**src/rtl/adder_seq_nbit_pkg.sv**
```systemverilog
// Shared ALU package: FSM state encoding and add/sub opcode constants.
// Used by adder_seq_nbit and its testbench.
package sap_alu_pkg;

    typedef enum logic [1:0] {
        IDLE = 2'd0,
        BUSY = 2'd1,
        DONE = 2'd2
    } state_t;

    localparam logic OP_ADD = 1'b0;
    localparam logic OP_SUB = 1'b1;

endpackage

```
**src/rtl/adder_seq_nbit_if.sv**
```systemverilog
// Operand/result handshake bundle for adder_seq_nbit.
// zero/ovf exist only when ADDSUB_FLAGS_EN is defined.
interface adder_seq_nbit_if #(
    parameter int WIDTH = 8
);
    logic             in_valid;
    logic             in_ready;
    logic [WIDTH-1:0] a;
    logic [WIDTH-1:0] b;
    logic             cin;
    logic             sub;
    logic             out_valid;
    logic             out_ready;
    logic [WIDTH-1:0] sum;
    logic             cout;
`ifdef ADDSUB_FLAGS_EN
    logic             zero;
    logic             ovf;
`endif

    modport master (
        output in_valid, a, b, cin, sub, out_ready,
`ifdef ADDSUB_FLAGS_EN
        input  zero, ovf,
`endif
        input  in_ready, out_valid, sum, cout
    );

    modport slave (
        input  in_valid, a, b, cin, sub, out_ready,
`ifdef ADDSUB_FLAGS_EN
        output zero, ovf,
`endif
        output in_ready, out_valid, sum, cout
    );

endinterface

```
**src/rtl/adder_seq_nbit_slice.sv**
```systemverilog
// CHUNK-bit combinational ripple adder used for one slice per cycle.
// cmsb is the carry into the slice MSB (for overflow detection).
module adder_ripple_slice #(
    parameter int CHUNK = 4
) (
    input  logic [CHUNK-1:0] a,
    input  logic [CHUNK-1:0] b,
    input  logic             cin,
    output logic [CHUNK-1:0] sum,
    output logic             cout,
    output logic             cmsb
);

    logic [CHUNK:0] c;

    always_comb begin
        c    = '0;
        sum  = '0;
        c[0] = cin;
        for (int i = 0; i < CHUNK; i++) begin
            sum[i]   = a[i] ^ b[i] ^ c[i];
            c[i+1]   = (a[i] & b[i]) | (c[i] & (a[i] ^ b[i]));
        end
    end

    assign cout = c[CHUNK];
    assign cmsb = c[CHUNK-1];

endmodule

```
**src/rtl/adder_seq_nbit.sv**
```systemverilog
// Sequential add/sub: WIDTH bits processed CHUNK bits per cycle.
// Define ADDSUB_FLAGS_EN to add the zero/ovf result flags.
module adder_seq_nbit
    import sap_alu_pkg::*;
#(
    parameter int WIDTH = 8,
    parameter int CHUNK = 4
) (
    input logic            clk,
    input logic            rst,
    adder_seq_nbit_if.slave bus
);

    localparam int N  = WIDTH / CHUNK;
    localparam int CW = (N > 1) ? $clog2(N) : 1;

    state_t           state;
    state_t           state_nx;
    logic [WIDTH-1:0] a_q;
    logic [WIDTH-1:0] b_q;
    logic [WIDTH-1:0] sum_q;
    logic [WIDTH-1:0] res;
    logic             carry;
    logic             cout_q;
    logic [CW-1:0]    cnt;
    logic [CHUNK-1:0] s_sum;
    logic             s_cout;
    logic             s_cmsb;
    logic             accept;
    logic             busy;
    logic             last;

    assign accept = (state == IDLE) && bus.in_valid;
    assign busy   = (state == BUSY);
    assign last   = (cnt == CW'(N - 1));

    adder_ripple_slice #(
        .CHUNK(CHUNK)
    ) u_slice (
        .a   (a_q[CHUNK-1:0]),
        .b   (b_q[CHUNK-1:0]),
        .cin (carry),
        .sum (s_sum),
        .cout(s_cout),
        .cmsb(s_cmsb)
    );

    // Completed slices collect in acc; res is the full word on the last slice.
    generate
        if (N == 1) begin : g_one
            assign res = s_sum;
        end else begin : g_multi
            logic [WIDTH-CHUNK-1:0] acc;
            assign res = {s_sum, acc};
            always_ff @(posedge clk) begin
                if (rst) begin
                    acc <= '0;
                end else if (busy) begin
                    acc <= res[WIDTH-1:CHUNK];
                end
            end
        end
    endgenerate

    always_comb begin
        state_nx = state;
        unique case (state)
            IDLE:    if (bus.in_valid)  state_nx = BUSY;
            BUSY:    if (last)          state_nx = DONE;
            DONE:    if (bus.out_ready) state_nx = IDLE;
            default:                    state_nx = IDLE;
        endcase
    end

    always_ff @(posedge clk) begin
        if (rst) begin
            state <= IDLE;
        end else begin
            state <= state_nx;
        end
    end

    always_ff @(posedge clk) begin
        if (rst) begin
            a_q    <= '0;
            b_q    <= '0;
            carry  <= 1'b0;
            cnt    <= '0;
            sum_q  <= '0;
            cout_q <= 1'b0;
        end else if (accept) begin
            a_q   <= bus.a;
            b_q   <= (bus.sub == OP_ADD) ? bus.b : ~bus.b;
            carry <= bus.cin;
            cnt   <= '0;
        end else if (busy) begin
            a_q   <= a_q >> CHUNK;
            b_q   <= b_q >> CHUNK;
            carry <= s_cout;
            cnt   <= cnt + CW'(1);
            if (last) begin
                sum_q  <= res;
                cout_q <= s_cout;
            end
        end
    end

`ifdef ADDSUB_FLAGS_EN
    logic zero_q;
    logic ovf_q;

    always_ff @(posedge clk) begin
        if (rst) begin
            zero_q <= 1'b0;
            ovf_q  <= 1'b0;
        end else if (busy && last) begin
            zero_q <= (res == '0);
            ovf_q  <= s_cmsb ^ s_cout;
        end
    end

    assign bus.zero = zero_q;
    assign bus.ovf  = ovf_q;
`else
    logic unused_cmsb;
    assign unused_cmsb = s_cmsb;
`endif

    assign bus.in_ready  = (state == IDLE);
    assign bus.out_valid = (state == DONE);
    assign bus.sum       = sum_q;
    assign bus.cout      = cout_q;

endmodule

```
**src/flat_wrapper.sv**
```systemverilog
// flat-port wrapper written by rule: the top's interface ports become plain ports
module adder_seq_nbit_flat import sap_alu_pkg::*;
#(
    parameter int WIDTH = 8,
    parameter int CHUNK = 4
)
  (clk, rst, bus_in_valid, bus_a, bus_b, bus_cin, bus_sub, bus_out_ready, bus_in_ready, bus_out_valid, bus_sum, bus_cout);
  adder_seq_nbit_if #(.WIDTH(WIDTH)) bus_i ();
  input logic clk;
  input logic rst;
  input wire logic [$bits(bus_i.in_valid)-1:0] bus_in_valid;
  input wire logic [$bits(bus_i.a)-1:0] bus_a;
  input wire logic [$bits(bus_i.b)-1:0] bus_b;
  input wire logic [$bits(bus_i.cin)-1:0] bus_cin;
  input wire logic [$bits(bus_i.sub)-1:0] bus_sub;
  input wire logic [$bits(bus_i.out_ready)-1:0] bus_out_ready;
  output wire logic [$bits(bus_i.in_ready)-1:0] bus_in_ready;
  output wire logic [$bits(bus_i.out_valid)-1:0] bus_out_valid;
  output wire logic [$bits(bus_i.sum)-1:0] bus_sum;
  output wire logic [$bits(bus_i.cout)-1:0] bus_cout;
  assign bus_i.in_valid = bus_in_valid;
  assign bus_i.a = bus_a;
  assign bus_i.b = bus_b;
  assign bus_i.cin = bus_cin;
  assign bus_i.sub = bus_sub;
  assign bus_i.out_ready = bus_out_ready;
  assign bus_in_ready = bus_i.in_ready;
  assign bus_out_valid = bus_i.out_valid;
  assign bus_sum = bus_i.sum;
  assign bus_cout = bus_i.cout;
  adder_seq_nbit #(.WIDTH(WIDTH), .CHUNK(CHUNK)) u_core (.clk(clk), .rst(rst), .bus(bus_i));
endmodule
```
**config.mk**
```make
export PLATFORM = sky130hd
export DESIGN_NAME = adder_seq_nbit_flat
export DESIGN_NICKNAME = d
export VERILOG_FILES = /design/src/rtl/adder_seq_nbit_pkg.sv /design/src/rtl/adder_seq_nbit_if.sv /design/src/rtl/adder_seq_nbit_slice.sv /design/src/rtl/adder_seq_nbit.sv /design/src/flat_wrapper.sv
export SDC_FILE = /design/constraint.sdc
export NUM_CORES = 1
export LEC_CHECK = 0
export ABC_AREA = 1
export CAP_MARGIN = 10
export CORE_ASPECT_RATIO = 0.6
export CORE_MARGIN = 2
export CORE_UTILIZATION = 50
export CTS_BUF_LIST = sky130_fd_sc_hd__clkbuf_16
export DETAILED_ROUTE_END_ITERATION = 7
export HOLD_SLACK_MARGIN = 0.05
export PLACE_DENSITY = 0.79
export SLEW_MARGIN = 30
export SYNTH_ARGS = -nofsm -noshare
export SYNTH_HDL_FRONTEND = slang
export SYNTH_HIERARCHICAL = 1
export SYNTH_SLANG_ARGS = --single-unit
export TNS_END_PERCENT = 1
```
**constraint.sdc**
```tcl
create_clock -name clk -period 2.4 [get_ports clk]
set_input_delay 0.48 -clock clk [delete_from_list [all_inputs] [get_ports clk]]
set_output_delay 0.48 -clock clk [all_outputs]
set_load 0.05 [all_outputs]
```
---- Word level (Yosys, flattened, before mapping) ----
Index checks and enable logic that the tools add are counted.
word-level totals
  logic and storage cells ................. 53
  register bits ........................... 33
  input bits .............................. 22
operators by class
  multiplexer cells ....................... 11
  reduce and logical (&&, ||, !) cells .... 6
  add/sub/neg operators ................... 1
  eq/ne operators ......................... 5
  bitwise logic cells ..................... 22
operators by type and width
  kind                   number
  $mux W8                5
  $and A1 B1 Y1          8
  $not A8 Y8             1
  $xor A1 B1 Y1          8
  $mux W2                3
  $pmux W2 S3            1
  $reduce_and A3 Y1      2
  $ne A2 B2 Y1 const B   2
  $or A1 B1 Y1           4
  $eq A2 B1 Y1 const B   1
  $eq A2 B2 Y1 const B   1
  $logic_not A2 Y1       1
  $mux W1                2
  $ne A2 B1 Y1 const B   1
  $reduce_bool A2 Y1     1
  $reduce_or A2 Y1       1
  $add A1 B1 Y1 const B  1
  $logic_and A1 B1 Y1    1
  $not A1 Y1             1

---- Logic depth before layout (Yosys ltp) ----
  depth in word-level cells ............... 11
  gate-level depth with buffers ........... 10

---- Hierarchy ----
The synthesis kept the hierarchy.
modules (own cells, without submodules)
  module              sequential area each (µm²)  times used  area each (µm²)  cells each
  adder_seq_nbit      660.6                       1           1425.1           202
  adder_ripple_slice  0.0                         1           110.1            12

---- Worst setup path before layout ----
No wires, ideal clock.
  path kind ............................... register to register
  start ................................... register u_core.a_q[0]
  end ..................................... register u_core.sum_q[7], in the netlist u_core/bus.sum[7]
  slack ................................... 0.377 ns
  arrival ................................. 1.890 ns
  required time ........................... 2.268 ns
  cell stages (with the launch flop) ...... 9
  library setup time ...................... 0.132 ns
  cell sequence ........................... dfxtp_1 fa_1 inv_1 fa_1 fa_1 inv_1 fa_1 nand3_1 a21oi_1
between the ends
  longest elaborated chain between the ends .. 8
ends and longest elaborated chain
  what                    line                        text
  from (decl)             adder_seq_nbit.sv:19        logic [WIDTH-1:0] a_q;
  from (signal assigned)  adder_seq_nbit.sv:92        a_q <= bus.a;
  from (signal assigned)  adder_seq_nbit.sv:97        a_q <= a_q >> CHUNK;
  $xor A1 B1 Y1           adder_seq_nbit_slice.sv:22  c[i+1] = (a[i] & b[i]) | (c[i] & (a[i] ^ b[i]));
  $and A1 B1 Y1           adder_seq_nbit_slice.sv:22
  $or A1 B1 Y1 *          adder_seq_nbit_slice.sv:22
  $and A1 B1 Y1 *         adder_seq_nbit_slice.sv:22
  $or A1 B1 Y1 *          adder_seq_nbit_slice.sv:22
  $and A1 B1 Y1 *         adder_seq_nbit_slice.sv:22
  $or A1 B1 Y1 *          adder_seq_nbit_slice.sv:22
  net u_core.s_cmsb       adder_seq_nbit.sv:28        logic s_cmsb;
  $xor A1 B1 Y1 *         adder_seq_nbit_slice.sv:21  sum[i] = a[i] ^ b[i] ^ c[i];
  net u_core.s_sum[3]     adder_seq_nbit.sv:26        logic [CHUNK-1:0] s_sum;
  to (signal assigned)    adder_seq_nbit.sv:102       sum_q <= res;
  to (decl)               adder_seq_nbit.sv:21        logic [WIDTH-1:0] sum_q;
Mark *: on every way through the listed nets, which the timed path passes. The rest lies on a longest branch.
A chain may end at the register's enable or synchronous reset.

---- Final worst setup path ----
  start ................................... register u_core.state[1]
  end ..................................... output port bus_out_valid
between the ends
  longest elaborated chain between the ends .. 1
ends and longest elaborated chain
  what                    line                   text
  from (decl)             adder_seq_nbit.sv:17   state_t state;
  from (signal assigned)  adder_seq_nbit.sv:79   state <= state_nx;
  $eq A2 B2 Y1            adder_seq_nbit.sv:130  assign bus.out_valid = (state == DONE);
  to (decl)               flat_wrapper.sv:18     output wire logic [$bits(bus_i.out_valid)-1:0] bus_out_valid;
Every way passes these cells.

==> flow_summary.json <==
{
  "grt_pass1_vias": 1209,
  "cp_slowest_stage_delay_ns": 0.81,
  "h-tree-depth": 2,
  "rows": 15,
  "vdd_drop_max_uv": 470.4,
  "clockBufferDepth": 2,
  "cp_top_family": "buffers and inverters",
  "outcome": "finished clean",
  "p_leak_uw": 0.0008923,
  "io_pins": 33,
  "place_inst": 284,
  "ys_types": 19,
  "slowest_stage": "clkdlybuf4s50_1",
  "cts_tree": "built",
  "setup_tns_ns": 0,
  "root_buffer": "clkbuf_16",
  "regArea_um2": 660.6,
  "end_kind": "primary output",
  "die_w_um": 75.54,
  "power-per-cell-area_nw_per_um2": 683.2,
  "crit_buf_inv": 2,
  "slew-limit-headroom": 0.6628,
  "drcViolationCount": 0,
  "start_util": 0.5312,
  "rsz0062_at_grt": "no",
  "synth_area_per_cell_um2": 7.174,
  "viasPerCell": 4.640,
  "syn-num-nets": 240,
  "post-route-min-period_ns": 2.165,
  "multi_input_area_um2": 696.9,
  "synthTopCellsByArea": "dfxtp_1 (43%), nand2_1 (18%), a21oi_1 (8.1%), inv_1 (6.6%), nand3_1 (5.9%)",
  "cts_setup_buffers": 0,
  "postCtsResizedCells": 0,
  "grt_max_degree": 19,
  "finalCritPeriodShare": 0.9022,
  "die-height_um": 46.92,
  "yosysWarnings": 6,
  "yosysTopAreaCell": "dfxtp_1",
  "worst_skew_pair.late_latency_ns": 0.27,
  "hold_violations": 0,
  "ys_seq_area_frac": 0.4303,
  "io_buffers": 32,
  "overflow": 0,
  "synth_ff_type": "dfxtp_1",
  "fmax_mhz": 461.9,
  "finalClockSkew_ns": 0.003756,
  "routed_wl_um": 3157,
  "switching_share": 0.2477,
  "drive_gt1_frac": 0.07200,
  "p_clk_frac": 0.419,
  "cts_buffers": 5,
  "num_antenna_cells": 0,
  "seqPwrFrac": 0.435,
  "ys_async_sr_fraction": 0,
  "cp.arrival_ns": 1.69,
  "grt_first_pass_wirelength_um": 5299,
  "setup_violations": 0,
  "track_usage": 0.2060,
  "internal_power_uw": 1037,
  "num_vias": 1355,
  "p_switching_uw": 341.6,
  "die-area_um2": 3544,
  "gp_congestion": 0.7844,
  "synth-seq-cells": 33,
  "clk_pin_slew_ns": 0.05,
  "power_uw": 1379,
  "areaGrowthSynthToFinish_pct": 31.46,
  "netlist_area_um2": 1535,
  "post-dp-hpwl_um": 2262,
  "core_um2": 2890,
  "hp-class": "flop to flop",
  "path_class": "flop to primary output",
  "critPathLaunchType": "flop",
  "drt_iter0_markers": 60,
  "routedWlPerCell_um": 10.81,
  "final_nets": 275,
  "cap_violations": 0,
  "cts_hold_buf": 0,
  "fillerInstances": 242,
  "antenna_left": 0,
  "synthTopCellsByCount": "nand2_1 (72), dfxtp_1 (33), inv_1 (27), a21oi_1 (25), nand3_1 (18)",
  "crit_chain": "inv_1 > nor2_1 > clkdlybuf4s50_1",
  "instances_no_fill": 292,
  "synth_enable_flop_cells": 0,
  "slew_viol_final": 0,
  "clock_sinks": 33,
  "critical_path.max_fanout": 3,
  "synth_top_area_frac": 0.4303,
  "synth_most_common_cell": "nand2_1",
  "synth_cells": 214,
  "pwr-share-comb": 0.147,
  "cp.required_ns": 1.92,
  "antenna_found_initial": 0,
  "tightest_slew_ns": 0.5042,
  "dr.pass1.iters": 4
}
## final cells by class
class / instances / share of cell area
multi-input combinational: 142 / 0.3453
timing repair buffer: 38 / 0.1798
clock inverter: 3 / 0.005580
tap: 42 / 0.02604
sequential: 33 / 0.3273
inverter: 29 / 0.05394
clock buffer: 5 / 0.06200
## per-layer routing
metal / wire, um / GRT usage / part of all wire
met4: 24 / 0.08070 / 0.0076
met2: 1261 / 0.3009 / 0.40
met3: 179 / 0.06223 / 0.057
met5: 0 / 0 / 0
met1: 1692 / 0.2893 / 0.54
## worst paths after layout
kind	endpoint	slack, ns	start	cells past startpoint
min reg2reg	u_core/bus.sum[1]$_SDFFE_PP0P_	0.46	u_core/bus.sum[1]$_SDFFE_PP0P_	2
max	bus_out_valid	0.23	u_core/state[1]$_SDFFE_PP0P_	3
max reg2reg	u_core/bus.sum[7]$_SDFFE_PP0P_	0.30	u_core/a_q[0]$_SDFFE_PP0P_	8
min	u_core/bus.sum[1]$_SDFFE_PP0P_	0.46	u_core/bus.sum[1]$_SDFFE_PP0P_	2
## cells by family after synthesis
kind of cell    Yosys count  share of synthesized area
simple gates            104                     0.2787
buf+inv                  39                     0.1157
flops                    33                     0.4303
compound gates           30                     0.1002
xor+xnor                  4                    0.02282
fa+ha+maj                 4                    0.05216
## worst register-to-register path, cell delays in order, from the launching register on
cell and delay (ns):
dfxtp_1 0.35, fa_1 0.18, inv_1 0.05, fa_1 0.37, fa_1 0.36, inv_1 0.07
fa_1 0.42, nand3_1 0.10, a21oi_1 0.07
## flip-flops by register name (all words and copies together) (netlist names)
signal              flops
u_core/bus.sum          8
u_core/a_q              8
u_core/carry            1
u_core/b_q              8
u_core/state            2
u_core/g_multi.acc      4
u_core/bus.cout         1
u_core/cnt              1
## placed cells by master, fill, tap and decap left out
| cell | synthesis | final |
|---|---|---|
| buf_4 | 2 | 7 |
| nand3_1 | 18 | 18 |
| nor2_1 | 10 | 10 |
| inv_2 | 2 | 2 |
| xor2_1 | 4 | 4 |
| o21ai_2 | 1 | 1 |
| dfxtp_1 | 33 | 33 |
| fa_1 | 4 | 4 |
| nand2_2 | 1 | 1 |
| o21ai_0 | 4 | 4 |
| or2_1 | 1 | 1 |
| clkbuf_16 | 0 | 5 |
| a21oi_1 | 25 | 25 |
| clkdlybuf4s50_1 | 0 | 31 |
| nand2_1 | 72 | 72 |
| nor2_4 | 1 | 1 |
| inv_1 | 27 | 30 |
| nor2_2 | 1 | 1 |
## power groups by stage
stage          logic [uW]  clock network, uW  registers, uW
5_1_grt               229                611            603
2_1_floorplan         133                  0            608
3_3_place_gp          197                  0            610
4_1_cts               203                584            599
3_5_place_dp          201                  0            610
6_report              202                577            600
## metrics by stage
stage            util  hold WS [ns]  cell area [um^2]  setup WS, ns
2_1_floorplan       -        0.4435              1535        0.3774
3_3_place_gp   0.6511        0.4474              1882        0.3237
3_5_place_dp   0.6511        0.4521              1882        0.3024
4_1_cts        0.6983        0.4599              2018        0.2171
5_1_grt        0.6983        0.4773              2018        0.1545
6_report       0.6983        0.4559              2018        0.2348
Note: power is estimated with default switching activity, not from simulation.
